==> src/rtl/serial_rx_pkg.sv <==
// -----------------------------------------------------------------------------
// serial_rx_pkg
// Shared definitions for the 8N1 serial receiver: the FSM state type, the
// debug display codes, counter widths and the display encoder.
// -----------------------------------------------------------------------------
package serial_rx_pkg;

    // Receiver FSM states
    typedef enum logic [2:0] {
        IDLE  = 3'd0,
        START = 3'd1,
        DATA  = 3'd2,
        STOP  = 3'd3,
        ERROR = 3'd4
    } rx_state_e;

    // Frame geometry
    localparam int DATA_BITS = 8;
    localparam int IDX_W     = 3;
    // Cycle counter width; covers CLKS_PER_BIT up to 1023
    localparam int CNT_W     = 10;

    // Debug display codes: bit 4 flags idle/error, bits 3:0 carry progress
    localparam logic [4:0] DISP_IDLE  = 5'b10000;
    localparam logic [4:0] DISP_START = 5'b00000;
    localparam logic [4:0] DISP_STOP  = 5'b01001;
    localparam logic [4:0] DISP_ERR   = 5'b11111;

    // Map FSM state and data-bit index onto the 5-bit status display.
    // While receiving data the display shows 1..8 for bit index 0..7.
    function automatic logic [4:0] disp_encode(input rx_state_e        state,
                                               input logic [IDX_W-1:0] bit_idx);
        logic [4:0] disp;
        disp = DISP_IDLE;
        case (state)
            IDLE:    disp = DISP_IDLE;
            START:   disp = DISP_START;
            DATA:    disp = {1'b0, 4'd1 + {1'b0, bit_idx}};
            STOP:    disp = DISP_STOP;
            ERROR:   disp = DISP_ERR;
            default: disp = DISP_IDLE;
        endcase
        return disp;
    endfunction

endpackage

==> src/rtl/serial_rx_sync.sv <==
// -----------------------------------------------------------------------------
// serial_rx_sync
// Two-flop synchroniser for the asynchronous serial line. Both stages reset
// to 1 so that the receiver sees an idle (high) line straight out of reset.
//
// Ports:
//   clk_i   system clock (rising edge)
//   rst_ni  asynchronous active-low reset
//   d_i     asynchronous serial line
//   q_o     line synchronised to clk_i (two cycles of latency)
// -----------------------------------------------------------------------------
module serial_rx_sync (
    input  logic clk_i,
    input  logic rst_ni,
    input  logic d_i,
    output logic q_o
);

    logic meta_q;
    logic sync_q;

    // Two-stage capture of the asynchronous line, idle-high after reset
    always_ff @(posedge clk_i or negedge rst_ni) begin
        if (!rst_ni) begin
            meta_q <= 1'b1;
            sync_q <= 1'b1;
        end else begin
            meta_q <= d_i;
            sync_q <= meta_q;
        end
    end

    assign q_o = sync_q;

endmodule

==> src/rtl/serial_rx.sv <==
// -----------------------------------------------------------------------------
// serial_rx
// UART-style 8N1 receiver. Synchronises the serial line, finds the start bit,
// samples 8 data bits LSB first and checks the stop bit. Only a correctly
// framed byte reaches ledData; a bad stop bit parks the FSM in ERROR until the
// line returns high.
//
// Parameters:
//   CLKS_PER_BIT  clock cycles per serial bit, 1..1023
//
// Ports:
//   clk2          system clock (rising edge)
//   rst_n         asynchronous active-low reset
//   transmission  serial line, idle high, asynchronous to clk2
//   display       status: bit 4 idle/error flag, bits 3:0 bit index or code
//   ledData       last correctly framed byte
// -----------------------------------------------------------------------------
module serial_rx
    import serial_rx_pkg::*;
#(
    parameter int CLKS_PER_BIT = 1
) (
    input  logic       clk2,
    input  logic       rst_n,
    input  logic       transmission,
    output logic [4:0] display,
    output logic [7:0] ledData
);

    localparam logic [CNT_W-1:0] HALF_BIT_CNT = CNT_W'(CLKS_PER_BIT / 2);
    localparam logic [CNT_W-1:0] FULL_BIT_CNT = CNT_W'(CLKS_PER_BIT - 1);
    localparam logic [CNT_W-1:0] CNT_ONE      = CNT_W'(1);
    localparam logic [IDX_W-1:0] IDX_ONE      = 3'd1;
    localparam logic [IDX_W-1:0] IDX_LAST     = IDX_W'(DATA_BITS - 1);

    logic                 rx_s;
    logic                 rx_dly_q;
    logic                 cnt_zero_s;
    rx_state_e            state_q,   state_d;
    logic [CNT_W-1:0]     cnt_q,     cnt_d;
    logic [IDX_W-1:0]     bit_idx_q, bit_idx_d;
    logic [DATA_BITS-1:0] shift_q,   shift_d;
    logic [DATA_BITS-1:0] led_q,     led_d;
    logic [4:0]           disp_q,    disp_d;

    serial_rx_sync u_sync (
        .clk_i  (clk2),
        .rst_ni (rst_n),
        .d_i    (transmission),
        .q_o    (rx_s)
    );

    // One-cycle delayed copy of the synchronised line used for bit sampling.
    // IDLE burns the first cycle of the start bit just detecting it, so every
    // later decision happens one cycle after the intended point; sampling the
    // delayed copy cancels that and keeps the sample floor(N/2) cycles into
    // each bit, which is what lets N=1 and N=2 frames be received at all.
    always_ff @(posedge clk2 or negedge rst_n) begin
        if (!rst_n) begin
            rx_dly_q <= 1'b1;
        end else begin
            rx_dly_q <= rx_s;
        end
    end

    assign cnt_zero_s = (cnt_q == '0);

    // Next-state, counter, shift-register and output-byte logic
    always_comb begin
        state_d   = state_q;
        cnt_d     = cnt_q;
        bit_idx_d = bit_idx_q;
        shift_d   = shift_q;
        led_d     = led_q;

        case (state_q)
            IDLE: begin
                if (!rx_s) begin
                    state_d = START;
                    cnt_d   = HALF_BIT_CNT;
                end else begin
                    state_d = IDLE;
                end
            end

            START: begin
                if (cnt_zero_s) begin
                    if (!rx_dly_q) begin
                        state_d   = DATA;
                        bit_idx_d = '0;
                        cnt_d     = FULL_BIT_CNT;
                    end else begin
                        // Line was back high mid start bit: a glitch
                        state_d = IDLE;
                    end
                end else begin
                    cnt_d = cnt_q - CNT_ONE;
                end
            end

            DATA: begin
                if (cnt_zero_s) begin
                    // LSB arrives first, so shift in from the MSB side
                    shift_d   = {rx_dly_q, shift_q[DATA_BITS-1:1]};
                    bit_idx_d = bit_idx_q + IDX_ONE;
                    cnt_d     = FULL_BIT_CNT;
                    if (bit_idx_q == IDX_LAST) begin
                        state_d = STOP;
                    end else begin
                        state_d = DATA;
                    end
                end else begin
                    cnt_d = cnt_q - CNT_ONE;
                end
            end

            STOP: begin
                if (cnt_zero_s) begin
                    if (rx_dly_q) begin
                        led_d   = shift_q;
                        state_d = IDLE;
                    end else begin
                        state_d = ERROR;
                    end
                end else begin
                    cnt_d = cnt_q - CNT_ONE;
                end
            end

            ERROR: begin
                if (rx_s) begin
                    state_d = IDLE;
                end else begin
                    state_d = ERROR;
                end
            end

            default: begin
                state_d = IDLE;
            end
        endcase
    end

    // Display code follows the state being entered so it stays registered
    always_comb begin
        disp_d = disp_encode(state_d, bit_idx_d);
    end

    // FSM, counters, shift register and registered outputs
    always_ff @(posedge clk2 or negedge rst_n) begin
        if (!rst_n) begin
            state_q   <= IDLE;
            cnt_q     <= '0;
            bit_idx_q <= '0;
            shift_q   <= '0;
            led_q     <= '0;
            disp_q    <= DISP_IDLE;
        end else begin
            state_q   <= state_d;
            cnt_q     <= cnt_d;
            bit_idx_q <= bit_idx_d;
            shift_q   <= shift_d;
            led_q     <= led_d;
            disp_q    <= disp_d;
        end
    end

    assign display = disp_q;
    assign ledData = led_q;

endmodule

==> config.mk <==
export PLATFORM = sky130hd
export DESIGN_NAME = serial_rx
export DESIGN_NICKNAME = d
export VERILOG_FILES = /design/src/rtl/serial_rx_pkg.sv /design/src/rtl/serial_rx_sync.sv /design/src/rtl/serial_rx.sv
export SDC_FILE = /design/constraint.sdc
export NUM_CORES = 1
export LEC_CHECK = 0
export ABC_AREA = 1
export CAP_MARGIN = 0
export CORE_MARGIN = 1.5
export CORE_UTILIZATION = 61
export CTS_CLUSTER_SIZE = 40
export DETAILED_ROUTE_END_ITERATION = 12
export PLACE_DENSITY = 0.85
export SKIP_CTS_REPAIR_TIMING = 1
export SLEW_MARGIN = 20
export SYNTH_ARGS = -nofsm -noshare
export SYNTH_HDL_FRONTEND = slang
export SYNTH_SLANG_ARGS = --single-unit
==> constraint.sdc <==
create_clock -name clk2 -period 5.5 [get_ports clk2]
set_input_delay 0.55 -clock clk2 [delete_from_list [all_inputs] [get_ports clk2]]
set_output_delay 0.55 -clock clk2 [all_outputs]
set_load 0.02 [all_outputs]
==> results by group, run 1 <==
Placement
  • Final weighted congestion of routability-driven global placement: 0.855
  • DP Cell Count: 310
  • Port Buffer Count: 15
  • Estimated wirelength of the detail-placed design: between 2 and 3 mm

Timing
  • Fmax: between 400 and 500 MHz
  • Slew at the pin with the worst max-slew slack: 0.848 ns
  • Max-slew violation count: 0
  • Setup_tns: 0 ns
  • Tcrit/Tclk final: around 44%
  • Final hold viol count: 0
  • RSZ-0062 raised after global routing: false
  • Final number of setup-violating endpoints: 0
  • Final critical delay including setup and external delays: about 2.4 ns
  • Worst relative slew slack: 43.5%
  • Worst Clk Skew: 0.0128 ns
  • Hold slack: 0.280 ns

Cells and area
  • Most common cell after layout, fill and taps aside: nand2_1
  • Area growth from synthesis to layout: 11.7%
  • Antenna cell count: 0
  • Filler-free cell count of the finished design: 318
  • Most frequent cells in the layout: nand2_1 (71), dfrtp_1 (36), inv_1 (28)
  • # nets final: 279
  • Share of post-route cells with drive strength above 1: 13.6%
  • Post-layout util: 70.2%

Floorplan
  • Floorplan die area: 0.00377 mm^2
  • Width of the die: 61.4 um
  • Y dimension of the die: 61.4 um
  • Starting density of the core: 62.9%
  • Total number of placement rows: 21
  • I/O pin total: 16
  • Core area: 0.00331 mm^2

Critical path
  • Nature of the critical path startpoint: register
  • Cell-by-cell trace of the critical path: inv_1 -> ha_1 -> inv_2 -> nor3_2 -> nand3_2 -> o21bai_1 -> nand2_1 -> inv_1 -> ha_1 -> inv_1 -> nand2_1 -> nand3_1 -> nand2_1
  • Worst setup path category: register to register
  • CP Max Fanout: 19
  • Crit-path slowest cell: dfrtp_1
  • Required time reported for the critical path endpoint: slightly below 6 ns
  • Worst EP arrival: 2.71 ns
  • Setup crit end kind: register
  • Largest stage delay, worst path: 0.41 ns
  • Register-to-register path setup slack: just over 3 ns

Synthesis
  • Distinct cell type count of the synthesized netlist: 31
  • Yosys synthesis warning count: 0
  • Parity-gate share of the synthesized area counting xor and xnor cells: under 10%
  • Net count after synthesis: 260
  • Post-Syn Instances: about 250
  • Compound-gate portion of the synthesized area: 8.95%
  • Post-synthesis simple-gate area fraction: between 20 and 30%
  • Synthesized cell area: 0.00208 mm^2
  • Fraction of synthesized area in multiplexers: 0.541%
  • Sequential element share of the synthesized area: 48.3%
  • Avg Inst Size Synth: 8.26 um^2
  • Area share of fa/ha/maj cells after synthesis: 3.00%
  • Largest family of logic cells by synthesized area: simple AND/OR/NAND/NOR gates
  • Flip-flop and latch count after synthesis: 40

Route
  • Residual DRC: 0
  • Number of iterations in the first detailed-routing pass: 4
  • Total via count after detailed routing: 1599
  • DRC marker count from the first detailed-route iteration: 90
  • Ratio of routed vias to standard cells: 5.03
  • Remaining antenna violation count after routing: 0
  • Routed wire length: 3.86 mm
  • Routed wire length per instance: around 12 um

GRT
  • Total global routing track utilization: 23.9%
  • Via count of the first global-routing pass: 1515
  • Maximum number of pins on one net before global-route repair: 41
  • Total gr overflow: 0
  • Antenna violations before repair: 0
  • First-pass GRT wire length: roughly 6.5 mm

Pwr
  • Worst vdd rail ir drop: 0.377 mV
  • Total power consumption of the routed design: ~1.5 mW
  • Leak pwr: about 1.2 nW
  • Pwr/cell area: around 630 mW/mm^2

Clock network
  • Clock tree from TritonCTS: yes
  • Skew-Pair Late Insertion Delay: 0.36 ns
  • Number of levels the H-tree was split into: 2
  • Number of buffers on the longest clock path: 2
  • Cell chosen for the clock root: clkbuf_4
  • CTS clock-pin slew for the worst setup and hold paths: 0.12 ns
  • TritonCTS Buffers: 5
  • CTS sink count: 40

Outcome
  • Status: finished, final reports clean

Flow run
  • Max Cap Violations: 0

Hold path
  • Classification of the worst-slack hold path: input port to async pin
==> power by group <==
part | leakage (nW) | internal (mW) | total [mW] | switching, mW
clock | 0.0315 | 0.0626 | 0.157 | 0.0944
sequential | 0.504 | 0.411 | 0.490 | 0.0783
combinational | 0.633 | 0.301 | 0.826 | 0.524
total | 1.17 | 0.775 | 1.47 | 0.697
==> path summary, 6_finish.rpt <==
check,cells past startpoint,to,from
worst min register to register,0,u_sync.q_o,u_sync.meta_q
max in group asynchronous,1,state_q[2],rst_n
min in group clk2,0,u_sync.q_o,u_sync.meta_q
worst min-delay path,1,cnt_q[7],rst_n
worst max-delay path,13,display[2],cnt_q[0]
worst max register to register,13,display[2],cnt_q[0]
==> layer usage <==
| layer | global-route usage (%) | up-vias | wire, um |
|---|---|---|---|
| li1 | - | 824 | - |
| met1 | 31.6 | 736 | 1760 |
| met2 | 38.6 | 32 | 1880 |
| met3 | 6.30 | 7 | 165 |
| met4 | 8.21 | 0 | 54 |
| met5 | 0 | - | 0 |
==> logic make-up (layout without fill, tap and decap cells) <==
kind of cell    count (synthesis)  in the layout
compound gates                 30             30
xor+xnor                        8              8
mux                             1              1
simple gates                  133            133
buf+inv                        35             55
fa+ha+maj                       5              5
flops                          40             40
==> state kept, by name, summed over array words and instances (netlist names) <==
register	count
cnt_q	10
ledData	8
display	5
shift_q	8
u_sync.meta_q	1
u_sync.q_o	1
state_q	3
rx_dly_q	1
bit_idx_q	3
==> metrics by stage <==
stage / area [um^2] / setup WS, ns
after floorplan: 2080 / 3.54
after global placement: 2260 / 3.28
after detailed placement: 2260 / 3.15
after CTS: 2320 / 3.09
after global routing: 2320 / 2.78
final: 2320 / 3.09
==> synth_stat cells, drive strengths merged <==
cell type   n  share of area, %
o21ai      26               7.2
nand4       1              0.30
nor3        7               2.2
o21bai      1              0.36
dfrtp      36                43
ha          5               3.0
nor4        1              0.30
nand2      77                15
dfstp       4               5.0
mux2        1              0.54
nor2       32               7.3
nand3      15               4.1
xor2        6               2.5
a21oi       3               1.4
inv        32               5.8
xnor2       2              0.84
buf         1              0.72
clkbuf      2              0.36
==> worst max-delay path, delay by kind of cell, from the launching register on <==
family	cells	cell delay, ns
buffers and inverters	4	0.30
flip-flops	1	0.41
AO/OA/AOI/OAI	1	0.23
adder cells (fa/ha/maj)	2	0.38
AND/OR/NAND/NOR	6	1.02
==> cell type report <==
type / instances / area (um^2)
Multi-Input combinational cell: 177 / 933
Clock inverter: 1 / 7.51
Timing Repair Buffer: 15 / 145
Sequential cell: 40 / 1010
Clock buffer: 7 / 55.1
Inverter: 32 / 120
Tap cell: 46 / 57.6
Fill cell: 263 / 986
(Power assumes the default switching activity.)
==> run 2: changes to the inputs <==
- CORE_UTILIZATION: 61 -> 57
- PLACE_DENSITY: 0.85 -> 0.8
- clock period: 5.5 -> 2.3 ns (I/O delays scaled with it)
==> run 2 against run 1 <==
Against the previous run:
- the run now ends with negative hold slack left
- setup slack lost 2.9 ns
- fmax increased by 17%
- die area is 6.7% higher
- power rose to 2.5 times the previous value
- global-route usage down 0.87 points
- critical path depth rose by 2
- hold slack got worse by 0.32 ns
- flip-flop and latch count stayed put
- utilization decreased by 0.29 points
- first-iteration DRC count down 20%
- largest cell class unchanged
==> results by group, run 2 (synthesis results as in run 1) <==
Critical path
  • Worst flop-to-flop path startpoint: cnt_q[0]
  • CP Max Fanout: 5 (-14)
  • Count of cells along the worst register-to-register path: 15 (+2)
  • Nature of the critical path startpoint: register
  • Register-to-register path setup slack: 0.24 ns (-2.85 ns)
  • Worst setup endpoint: display[2]
  • Worst EP arrival: 2.32 ns (-0.39 ns)
  • Worst setup path category: register to register
  • Worst reg2reg endpoint: display[2]
  • Required time reported for the critical path endpoint: 2.56 ns (-3.24 ns)
  • Critical Path Source: cnt_q[0]
  • Setup crit end kind: register

Clock network
  • Number of buffers on the longest clock path: 2 (unchanged)
  • CTS clock-pin slew for the worst setup and hold paths: 0.12 ns (about the same)
  • TritonCTS Buffers: 5 (unchanged)
  • CTS sink count: 40 (unchanged)
  • Number of levels the H-tree was split into: 2 (unchanged)
  • Skew-Pair Late Insertion Delay: 0.35 ns (about the same)
  • Cell chosen for the clock root: clkbuf_4
  • Clock tree from TritonCTS: yes

Timing
  • Worst relative slew slack: 43.7% (+0.21 points)
  • Max-slew violation count: 0 (unchanged)
  • Slew at the pin with the worst max-slew slack: 0.845 ns (-0.00310 ns)
  • Hold slack: -0.0356 ns (-0.316 ns)
  • RSZ-0062 raised after global routing: false
  • Final hold viol count: 36 (+36)
  • Final number of setup-violating endpoints: 0 (unchanged)
  • Worst Clk Skew: 0.00639 ns (-0.00637 ns)
  • Tcrit/Tclk final: 89.6% (+46 points)
  • Setup_tns: 0 ns (unchanged)
  • Fmax: 485 MHz (+17%)
  • Final critical delay including setup and external delays: 2.06 ns (-0.349 ns)

Placement
  • Final weighted congestion of routability-driven global placement: 0.854 (about the same)
  • Port Buffer Count: 15 (unchanged)
  • Estimated wirelength of the detail-placed design: 2.79 mm (+0.35%)

Outcome
  • Failing checks: negative hold slack
  • Status: finished, violations left

Cells and area
  • # nets final: 283 (+1.4%)
  • Layout fillers: 288 (+9.5%)
  • Register with the most flip-flops: cnt_q
  • Antenna cell count: 0 (unchanged)
  • Share of post-route cells with drive strength above 1: 15.6% (+2.0 points)
  • Most common cell after layout, fill and taps aside: nand2_1
  • Largest register FFs: 10 (unchanged)
  • Area growth from synthesis to layout: 14.7%
  • Most frequent cells in the layout: nand2_1 (71), dfrtp_1 (36), inv_1 (27), nor2_1 (27), o21ai_0 (20)
  • Post-layout util: 69.9% (-0.29 points)

Route
  • DRC marker count from the first detailed-route iteration: 72 (-20%)
  • Remaining antenna violation count after routing: 0 (unchanged)
  • Total via count after detailed routing: 1646 (+2.9%)
  • Routed wire length: 3.89 mm (+0.73%)
  • Residual DRC: 0 (unchanged)
  • Ratio of routed vias to standard cells: 5.11 (+1.7%)
  • Number of iterations in the first detailed-routing pass: 4 (unchanged)
  • Routed wire length per instance: 12.1 um (-0.53%)

Hold path
  • Classification of the worst-slack hold path: input port to async pin

Floorplan
  • Total number of placement rows: 21 (unchanged)
  • Core area: 0.00342 mm^2 (+3.2%)
  • Y dimension of the die: 63.4 um (+3.3%)
  • Width of the die: 63.4 um (+3.3%)
  • I/O pin total: 16 (unchanged)
  • Floorplan die area: 0.00402 mm^2 (+6.7%)
  • Starting density of the core: 61.0% (-1.9 points)

Pwr
  • Leak pwr: 1.20 nW (+3.0%)
  • Worst vdd rail ir drop: 0.744 mV (+97%)
  • Pwr/cell area: 1550 mW/mm^2 (+140%)

GRT
  • Total gr overflow: 0 (unchanged)
  • Antenna violations before repair: 0 (unchanged)
  • Maximum number of pins on one net before global-route repair: 41 (unchanged)
  • Via count of the first global-routing pass: 1679 (+11%)
  • Total global routing track utilization: 23.0% (-0.87 points)
  • First-pass GRT wire length: 7.29 mm (+11%)

Flow run
  • Max Cap Violations: 0 (unchanged)
run 2: changes by cell type in the layout (fill, tap and decap cells not counted):
cell,previous run,this run
clkbuf_1,1,0
inv_2,4,5
clkinv_4,0,1
nor3_4,0,1
nor3_2,2,1
buf_4,0,4
inv_1,28,27
clkinvlp_4,1,0
bufinv_16,0,1
run 2: how the worst min path moves through the flow:
| stage | start | end | slack [ns] |
|---|---|---|---|
| after floorplan | rst_n | bit_idx_q[0] | -0.07 |
| after global placement | u_sync.meta_q | u_sync.q_o | 0.35 |
| after detailed placement | u_sync.meta_q | u_sync.q_o | 0.35 |
| after CTS | rst_n | shift_q[1] | 0.004 |
| after global routing | rst_n | shift_q[1] | 0.04 |
| final | rst_n | ledData[3] | -0.04 |
run 2: worst max-delay path, stage by stage (launching register included):
cell and delay (ns):
dfrtp_1 0.42, inv_2 0.10, ha_1 0.21, inv_2 0.06, nor3_4 0.22, buf_4 0.16, nand3_1 0.07, nand2_1 0.07
nand3_1 0.07, nand2_1 0.08, inv_1 0.06, ha_1 0.21, inv_1 0.05, nand2_1 0.04, nand3_1 0.08, nand2_1 0.05
run 2: metal layers:
metal  wire [um]  track usage [%]  vias to the layer above
met5           0                0                        -
met4          70             7.07                        0
met3         152             5.36                        7
met2        1870             38.6                       30
met1        1800             29.8                      769
li1            -                -                      840
run 2: power breakdown:
part / total [mW] / internal, mW / switching [mW]
logic: 2.03 / 0.768 / 1.26
clock network: 0.501 / 0.260 / 0.240
registers: 1.17 / 0.983 / 0.188
run 2: area by class of cell:
cell class | count | area (um^2) | share of cell area, %
Sequential cell | 40 | 1010 | 42.1
Multi-Input combinational cell | 177 | 940 | 39.3
Timing Repair Buffer | 19 | 175 | 7.33
Inverter | 32 | 120 | 5.03
Tap cell | 46 | 57.6 | 2.41
Clock buffer | 6 | 51.3 | 2.15
Clock inverter | 2 | 38.8 | 1.62
run 2: through the flow:
stage | hold WS, ns | instance area, um^2 | worst slack (ns) | total power, mW | std cells
after floorplan | -0.0656 | 2080 | 0.338 | 2.68 | 252
after global placement | 0.353 | 2280 | 0.218 | 3.12 | 312
after detailed placement | 0.349 | 2280 | 0.135 | 3.16 | 312
after CTS | 0.00405 | 2370 | 0.110 | 3.67 | 320
after global routing | 0.0363 | 2390 | 0.0252 | 4.05 | 322
final | -0.0356 | 2390 | 0.240 | 3.70 | 322
==> run 3: changes to the inputs <==
--- a/config.mk
+++ b/config.mk
@@ -8,6 +8,7 @@
 export ABC_AREA = 1
 export CAP_MARGIN = 0
-export CORE_MARGIN = 1.5
+export CORE_MARGIN = 2
 export CORE_UTILIZATION = 57
+export CTS_BUF_LIST = sky130_fd_sc_hd__clkbuf_4 sky130_fd_sc_hd__clkbuf_8 sky130_fd_sc_hd__clkbuf_16
 export CTS_CLUSTER_SIZE = 40
 export DETAILED_ROUTE_END_ITERATION = 12
==> constraint.sdc (replaced) <==
create_clock -name clk2 -period 2.3 [get_ports clk2]
set_input_delay 0.345 -clock clk2 [delete_from_list [all_inputs] [get_ports clk2]]
set_output_delay 0.345 -clock clk2 [all_outputs]
set_load 0.02 [all_outputs]
==> run 3 against run 2 <==
Against the previous run:
- the flow now finishes without violations
- sequential power barely moved
- clock skew rose by 0.0095 ns
- power fell by 3.8%
- combinational power barely moved
- utilization fell by 1.1 points
- flip-flop and latch count did not move
- non-clock buffer count fell by 1
- die area rose by 3.2%
==> results by group, run 3 (synthesis results as in run 1) <==
Placement
  • Final weighted congestion of routability-driven global placement: 0.840 (-1.7%)
  • Cell Area, Placed: 0.00228 mm^2 (unchanged)
  • Port Buffer Count: 15 (unchanged)
  • DP Cell Count: 312 (unchanged)
  • Estimated wirelength of the detail-placed design: 2.91 mm (+4.3%)
  • Pre-CTS setup slack: 0.0827 ns (-0.0522 ns)

Timing
  • Final hold viol count: 0 (-100%)
  • Worst Clk Skew: 0.0158 ns (+0.00946 ns)
  • Setup slack of the critical path after layout: 0.185 ns (-0.0551 ns)
  • Final number of setup-violating endpoints: 0 (unchanged)
  • Worst relative slew slack: 43.7% (+0.066 points)
  • Setup_tns: 0 ns (unchanged)
  • Tcrit/Tclk final: 92.0% (+2.4 points)
  • Fmax: 473 MHz (-2.6%)
  • Hold slack: 0.0836 ns (+0.119 ns)
  • Slew at the pin with the worst max-slew slack: 0.844 ns (-0.000995 ns)
  • Final critical delay including setup and external delays: 2.12 ns (+0.0551 ns)
  • Max-slew violation count: 0 (unchanged)

Cells and area
  • Most common cell after layout, fill and taps aside: nand2_1
  • # nets final: 282 (-0.35%)
  • Register with the most flip-flops: cnt_q
  • Post-layout util: 68.9% (-1.1 points)
  • Most frequent cells in the layout: nand2_1 (71), dfrtp_1 (36), inv_1 (27), nor2_1 (27), o21ai_0 (20)
  • Cell area after layout: 0.00235 mm^2 (-1.5%)
  • Layout fillers: 278 (-3.5%)
  • Share of post-route cells with drive strength above 1: 15.6% (+0.057 points)
  • Multi-input gate area in the final layout: 942 um^2 (+0.27%)
  • Filler-free cell count of the finished design: 321 (-0.31%)
  • Area growth from synthesis to layout: 13.0%
  • Largest register FFs: 10 (unchanged)
  • Sequential standard cell area: 0.00101 mm^2 (unchanged)
  • Antenna cell count: 0 (unchanged)

Clock network
  • TritonCTS Buffers: 5 (unchanged)
  • Number of buffers on the longest clock path: 2 (unchanged)
  • CTS clock-pin slew for the worst setup and hold paths: 0.13 ns (about the same)
  • Cell chosen for the clock root: clkbuf_4
  • Clock tree from TritonCTS: yes
  • Skew-Pair Late Insertion Delay: 0.35 ns (about the same)
  • CTS sink count: 40 (unchanged)
  • Number of levels the H-tree was split into: 2 (unchanged)

GRT
  • Via count of the first global-routing pass: 1593 (-5.1%)
  • Antenna violations before repair: 0 (unchanged)
  • Total gr overflow: 0 (unchanged)
  • Maximum number of pins on one net before global-route repair: 41 (unchanged)
  • Total global routing track utilization: 21.8% (-1.2 points)
  • First-pass GRT wire length: 6.99 mm (-4.2%)

Floorplan
  • I/O pin total: 16 (unchanged)
  • Width of the die: 64.4 um (+1.6%)
  • Y dimension of the die: 64.4 um (+1.6%)
  • Floorplan die area: 0.00415 mm^2 (+3.2%)
  • Core area: 0.00342 mm^2 (unchanged)
  • Starting density of the core: 61.0% (unchanged)
  • Total number of placement rows: 21 (unchanged)

Pwr
  • Int Pwr: 1.86 mW (-7.4%)
  • Sequential cell fraction of total power: 32.9% (+1.3 points)
  • Share of power burned in combinational logic: 57.2% (+2.4 points)
  • Sw Pwr: 1.70 mW (+0.44%)
  • Portion of total power attributed to the clock network: 9.9% (-3.6 points)
  • Leak pwr: 1.18 nW (-1.9%)
  • Proportion of total power due to net switching: 47.7% (+2.0 points)
  • Pwr/cell area: 1510 mW/mm^2 (-2.4%)
  • Worst vdd rail ir drop: 0.732 mV (-1.7%)
  • Total power consumption of the routed design: 3.56 mW (-3.8%)

Route
  • Remaining antenna violation count after routing: 0 (unchanged)
  • Number of iterations in the first detailed-routing pass: 4 (unchanged)
  • Routed wire length per instance: 12.1 um (+0.52%)
  • Residual DRC: 0 (unchanged)
  • Ratio of routed vias to standard cells: 5.09 (-0.42%)
  • Routed wire length: 3.89 mm (+0.21%)
  • DRC marker count from the first detailed-route iteration: 65 (-9.7%)
  • Total via count after detailed routing: 1634 (-0.73%)

Critical path
  • Worst flop-to-flop path startpoint: cnt_q[0]
  • Required time reported for the critical path endpoint: 2.55 ns (about the same)
  • CP Max Fanout: 6 (+1)
  • Crit. path cell count: 14 (-1)
  • Worst setup path category: register to register
  • Crit-path slowest cell: dfrtp_1
  • Combined buffer and inverter count along the critical path: 4 (-1)
  • Critical Path Source: cnt_q[0]
  • Cell-by-cell trace of the critical path: inv_2 -> ha_2 -> inv_2 -> nor3_4 -> nand3_1 -> nand2_2 -> nand3_1 -> nand2_1 -> inv_1 -> ha_1 -> inv_1 -> nand2_1 -> nand3_1 -> nand2_1
  • Largest stage delay, worst path: 0.42 ns (about the same)
  • Nature of the critical path startpoint: register
  • Kind of cell adding the most delay to the critical path: simple AND/OR/NAND/NOR gates
  • Worst EP arrival: 2.36 ns (+0.04 ns)
  • Setup crit end kind: register
  • Count of cells along the worst register-to-register path: 14 (-1)

Hold path
  • Classification of the worst-slack hold path: input port to async pin

Outcome
  • Status: finished, final reports clean

Flow run
  • Max Cap Violations: 0 (unchanged)
==> run 3: cell count changes in the layout (fill, tap and decap cells not counted) <==
cell,change
ha_1,-1
inv_6,+1
clkinv_4,-1
clkinv_2,+1
bufinv_16,-1
buf_4,-1
clkbuf_8,-1
clkinvlp_4,+1
ha_2,+1
==> run 3: final cells by class <==
type                            count  area share (%)
Timing Repair Buffer               18            7.13
Clock inverter                      3           0.904
Sequential cell                    40            42.8
Tap cell                           46            2.45
Clock buffer                        5            1.60
Multi-Input combinational cell    177            40.1
Inverter                           32            5.11
==> run 3: worst register-to-register path, stage by stage, from the launching register on <==
cell,delay [ns]
dfrtp_1,0.42
inv_2,0.10
ha_2,0.21
inv_2,0.05
nor3_4,0.28
nand3_1,0.16
nand2_2,0.13
nand3_1,0.08
nand2_1,0.08
inv_1,0.06
ha_1,0.20
inv_1,0.06
nand2_1,0.05
nand3_1,0.09
nand2_1,0.05
==> run 3: worst paths after layout <==
path / endpoint / slack, ns
max: display[2] / 0.18
min: ledData[3] / 0.08
max reg2reg: display[2] / 0.18
min reg2reg: u_sync.q_o / 0.37
max in group asynchronous: cnt_q[2] / 1.68
min in group clk2: u_sync.q_o / 0.37
==> run 3: power groups by stage <==
stage / combinational, mW / sequential [mW] / clock, mW
after detailed placement: 2.00 / 1.18 / 0
after floorplan: 1.42 / 1.27 / 0
after CTS: 2.00 / 1.17 / 0.368
after global routing: 2.28 / 1.20 / 0.398
after global placement: 1.94 / 1.17 / 0
final: 2.03 / 1.17 / 0.354
==> run 3: metal layers <==
metal,up-vias,track usage [%],part of all wire (%)
met2,25,37.1,49
met3,4,5.56,4.0
met4,0,7.18,1.4
met1,771,27.3,45
li1,834,-,-
met5,-,0,0
==> RTL change 1 (config.mk and constraints of run 2) <==
Change the package constant `IDX_W` from 3 to 2.
--- a/src/rtl/serial_rx_pkg.sv
+++ b/src/rtl/serial_rx_pkg.sv
@@ -17,5 +17,5 @@
     // Frame geometry
     localparam int DATA_BITS = 8;
-    localparam int IDX_W     = 3;
+    localparam int IDX_W     = 2;
     // Cycle counter width; covers CLKS_PER_BIT up to 1023
     localparam int CNT_W     = 10;
Check against the original RTL: not equivalent (a bounded check fails within 10 cycles, from zero or initial values and one cycle with rst_n low).
==> RTL change 1 against run 2 <==
  * The run still ends with negative hold slack left
  * Synthesized area decreased by 0.96%
  * Core utilization down 2.2 points
  * Clock skew rose by 0.0054 ns
  * Fmax rose by 10%
  * Critical path depth decreased by 4
  * Design area down 3.1%
  * Routed wire length decreased by 2.8%
  * Sequential share of layout area increased by 0.29 points
  * Synthesized cell count shrank 2.4%
  * Sequential cell count down 1
  * Power decreased by 18%
  * Setup slack gained 0.19 ns
  * Combinational power decreased by 19%
  * Critical endpoint is now display[1]$_DFF_PN0_
==> RTL change 1: results (changes against run 2) <==
qor: placement.total_placed_instance_area 0.002260 sq mm [-0.77%]
qor: global_route.grt_util_met2 0.3537 [-0.03180]
qor: timing.tightest_slew 0.8227 ns [-0.02236 ns]
qor: placement.place_hpwl 2.712 mm [-2.7%]
qor: yosys.synth_common_cells sky130_fd_sc_hd__nand2_1 (75), sky130_fd_sc_hd__dfrtp_1 (35), sky130_fd_sc_hd__inv_1 (31)
qor: placement.routability_driven_placement_congestion_ratio 0.8930 [+4.6%]
qor: global_route.globalRouteTotalUtil 0.2141 [-0.01638]
qor: detailed_routing.drtIter0Drc 88 [+22%]
qor: global_route.grtUsageMet1 0.2777 [-0.02026]
qor: yosys.share_of_the_synthesized_area_in_compound_gates_ao_oa_aoi_oai 0.1001 [+0.01058]
qor: timing.clock_skew 0.01181 ns [+0.005427 ns]
qor: global_route.grt_max_degree 40 [-2.4%]
qor: worst_setup_path.critPathArrivalTime 2.11 ns [-0.21 ns]
qor: worst_setup_path.timing.critical_path.max_delay_family simple AND/OR/NAND/NOR gates
qor: power_and_ir_drop.irDropWorstVdd 732.4 uV [-1.6%]
qor: yosys.post_synth_mux_area_share 0 [-0.005409]
qor: global_route.globalRouteMet3Util 0.04821 [-0.005357]
qor: yosys.synthXorXnorAreaFrac 0.02124 [-0.01242]
qor: layout.drive_above_1_share 0.1784 [+0.02264]
qor: yosys.synthDistinctLibCells 26 [-16%]
qor: layout.finish.net_count 275 [-2.8%]
qor: worst_setup_path.largest_driver_fanout_on_the_critical_path 4 [-1]
qor: global_route.via_count_of_the_first_global_routing_pass 1483 [-12%]
qor: yosys.yosys.area_share.adder 0.02427 [-0.005776]
qor: timing.finalHoldWorstSlack -0.03281 ns [+0.002778 ns]
qor: placement.post-place-ws 0.4394 ns [+0.3045 ns]
qor: status.violations_in_the_final_reports negative hold slack
qor: yosys.synthCells 246 [-2.4%]
qor: worst_setup_path.worst_r2r_path_depth 11 [-4]
qor: power_and_ir_drop.static-leakage-power 1.210 nW [+0.55%]
qor: detailed_routing.drt_wl_total 3.776 mm [-2.8%]
qor: timing.report.final.hold_viol_count 35 [-2.8%]
qor: status.status finished with violations
qor: detailed_routing.drt-pass1-iter-count 5 [+1]
qor: detailed_routing.wire_per_inst 11.99 um [-0.67%]
qor: detailed_routing.via_count 1584 [-3.8%]
qor: yosys.netlist_top_cells_area sky130_fd_sc_hd__dfrtp_1 (42%), sky130_fd_sc_hd__nand2_1 (14%), sky130_fd_sc_hd__inv_1 (5.6%)
qor: worst_setup_path.critical-path-max-stage-delay 0.46 ns [+0.04 ns]
## RTL change 1: cell count changes after synthesis, sizes merged, moves of 2 or more
cell / run 2 / this run
xnor2: 2 / 0
o21ai: 26 / 28
nand4: 1 / 6
nand2: 77 / 81
clkbuf: 2 / 0
nor2: 32 / 22
nor3: 7 / 2
buf: 1 / 3
nand3: 15 / 19
## RTL change 1: cell type report
class,instances,area (sq um)
sequential,39,980.9
clock buffer,6,41.29
inverter,34,132.6
tap,46,57.56
timing repair buffer,18,167.7
clock inverter,2,12.51
multi-input combinational,170,920.9
fill,282,1102
## RTL change 1: final timing paths
check / start / end / slack, ns
max: cnt_q[4]$_DFFE_PN0P_ / display[1]$_DFF_PN0_ / 0.43
min: rst_n / cnt_q[9]$_DFFE_PN0P_ / -0.03
max reg2reg: cnt_q[4]$_DFFE_PN0P_ / display[1]$_DFF_PN0_ / 0.43
min reg2reg: u_sync.meta_q$_DFF_PN1_ / u_sync.q_o$_DFF_PN1_ / 0.36
max in group asynchronous: rst_n / state_q[2]$_DFF_PN0_ / 1.81
min in group clk2: transmission / u_sync.meta_q$_DFF_PN1_ / 0.29
## RTL change 1: power by group
part | total, mW | leakage (nW) | internal [mW] | switching [mW]
combinational | 1.64 | 0.680 | 0.591 | 1.05
clock | 0.342 | 0.0282 | 0.118 | 0.224
sequential | 1.06 | 0.502 | 0.907 | 0.154
## RTL change 1: worst register-to-register path, delay by kind of cell, from the launching register on
kind            cells  cell delay (ns)
fa+ha+maj           1             0.28
flops               1             0.46
compound gates      2             0.14
simple gates        7             0.80
buf+inv             1             0.07
## RTL change 1: layer usage
| metal | wire length [um] | vias up |
|---|---|---|
| met2 | 1772 | 25 |
| met5 | 0 | - |
| li1 | - | 819 |
| met3 | 142 | 6 |
| met4 | 49 | 0 |
| met1 | 1812 | 734 |
==> RTL change 2 (flow settings as in run 2) <==
Without the edit above. Register the input `transmission` before use, cleared by the reset. The logic sees it one clock later.
--- a/src/rtl/serial_rx.sv
+++ b/src/rtl/serial_rx.sv
@@ -34,4 +34,14 @@
     localparam logic [IDX_W-1:0] IDX_LAST     = IDX_W'(DATA_BITS - 1);
 
+    logic transmission_q;
+
+    always_ff @(posedge clk2 or negedge rst_n) begin
+        if (!rst_n) begin
+            transmission_q <= '0;
+        end else begin
+            transmission_q <= transmission;
+        end
+    end
+
     logic                 rx_s;
     logic                 rx_dly_q;
@@ -47,5 +57,5 @@
         .clk_i  (clk2),
         .rst_ni (rst_n),
-        .d_i    (transmission),
+        .d_i    (transmission_q),
         .q_o    (rx_s)
     );
Behaviour: not the same (a bounded check fails within 4 cycles, from zero or initial values and one cycle with rst_n low).
==> RTL change 2 against run 2 <==
  * Sequential cell count increased by 1
  * Setup slack improved by 0.023 ns
  * Sequential share of layout area increased by 0.49 points
  * Power decreased by 6.2%
  * First-iteration DRC count increased by 6.9%
  * Synthesized area increased by 1.6%
  * Routed wire length decreased by 0.69%
  * Design area increased by 1.3%
  * Final cell count decreased by 0.62%
  * Critical path type unchanged
  * Largest power group unchanged
==> RTL change 2: results (changes against run 2) <==
qor: worst_setup_path.critPathArrivalTime 2.23 ns [-0.09 ns]
qor: placement.routability_driven_placement_congestion_ratio 0.9353 [+9.5%]
qor: worst_setup_path.critical-path-max-stage-delay 0.40 ns [-0.02 ns]
qor: global_route.grt_pass1_wl 6.872 mm [-5.8%]
qor: worst_setup_path.largest_driver_fanout_on_the_critical_path 11 [+6]
qor: yosys.post_synth_mux_area_share 0.005325 [-0.00008321]
qor: detailed_routing.drtIter0Drc 77 [+6.9%]
qor: detailed_routing.drt_wl_total 3.859 mm [-0.69%]
qor: detailed_routing.met3WireLength 149 um [-2.0%]
qor: yosys.yosys.area_share.adder 0.02367 [-0.006379]
qor: timing.tightest_slew 0.8477 ns [+0.002639 ns]
qor: placement.total_placed_instance_area 0.002308 sq mm [+1.4%]
qor: power_and_ir_drop.irDropWorstVdd 715.0 uV [-3.9%]
qor: global_route.grtUsageMet1 0.2647 [-0.03327]
qor: placement.place_hpwl 2.749 mm [-1.4%]
qor: placement.post-place-ws 0.3023 ns [+0.1674 ns]
qor: detailed_routing.wl_met1 1.827 mm [+1.7%]
qor: timing.clock_skew 0.004210 ns [-0.002176 ns]
qor: status.status finished clean
qor: power_and_ir_drop.static-leakage-power 1.259 nW [+4.7%]
qor: global_route.grt_max_degree 42 [+2.4%]
qor: layout.finish.net_count 280 [-1.1%]
qor: power_and_ir_drop.clock_power 0.574 mW [+15%]
qor: detailed_routing.route.detailed.vias_per_inst 5.153 [+0.81%]
qor: global_route.globalRouteMet3Util 0.04930 [-0.004276]
qor: power_and_ir_drop.seq_power_share 0.332 [+0.016]
qor: yosys.seq_area_frac_synth 0.4876 [+0.004401]
qor: clock_tree.path_clk_slew 0.08 ns [-0.04 ns]
qor: yosys.share_of_the_synthesized_area_in_compound_gates_ao_oa_aoi_oai 0.07160 [-0.01795]
qor: layout.drive_above_1_share 0.1569 [+0.001137]
qor: yosys.synth_common_cells sky130_fd_sc_hd__nand2_1 (78), sky130_fd_sc_hd__dfrtp_1 (37), sky130_fd_sc_hd__inv_1 (30)
qor: layout.nFillCells 286 [-0.69%]
qor: global_route.globalRouteTotalUtil 0.2228 [-0.007701]
qor: yosys.synthDistinctLibCells 24 [-23%]
qor: global_route.via_count_of_the_first_global_routing_pass 1586 [-5.5%]
qor: clock_tree.clockRootBuffer sky130_fd_sc_hd__clkbuf_8
## RTL change 2: cell types whose count changed in the layout (fill, tap and decap cells not counted), moves of 3 or more
cell and change:
sky130_fd_sc_hd__clkbuf_4 -5, sky130_fd_sc_hd__clkbuf_8 +4, sky130_fd_sc_hd__inv_1 +3, sky130_fd_sc_hd__nand2_1 +7, sky130_fd_sc_hd__nand3_1 +6, sky130_fd_sc_hd__nand4_1 +7
sky130_fd_sc_hd__nor2_1 -14, sky130_fd_sc_hd__nor2_4 +5, sky130_fd_sc_hd__nor3_1 -5, sky130_fd_sc_hd__o21ai_0 -5
## RTL change 2: final cells by class
cell class                      instances  area [sq um]  share of cell area
Clock buffer                            6         72.57             0.02999
Clock inverter                          2         38.79             0.01603
Inverter                               34         127.6             0.05274
Multi-Input combinational cell        173         924.6              0.3821
Sequential cell                        41          1031              0.4261
Tap cell                               46         57.56             0.02378
Timing Repair Buffer                   18         167.7             0.06929
## RTL change 2: final timing paths
check,startpoint,endpoint,slack [ns]
worst max register to register,cnt_q[0]$_DFFE_PN0P_,display[2]$_DFF_PN0_,0.26
worst min-delay path,rst_n,shift_q[2]$_DFFE_PN0P_,0.04
worst max-delay path,cnt_q[0]$_DFFE_PN0P_,display[2]$_DFF_PN0_,0.26
worst min register to register,transmission_q$_DFF_PN0_,u_sync.meta_q$_DFF_PN1_,0.36
min in group clk2,transmission_q$_DFF_PN0_,u_sync.meta_q$_DFF_PN1_,0.36
max in group asynchronous,rst_n,state_q[0]$_DFF_PN0_,1.73
## RTL change 2: cell families after synthesis
family | Yosys count
AOI/OAI and AO/OA | 26
xor gates and xnor gates | 6
adders and majority gates | 4
buffers and inverters | 38
DFF | 41
muxes | 1
and+or+nand+nor | 136
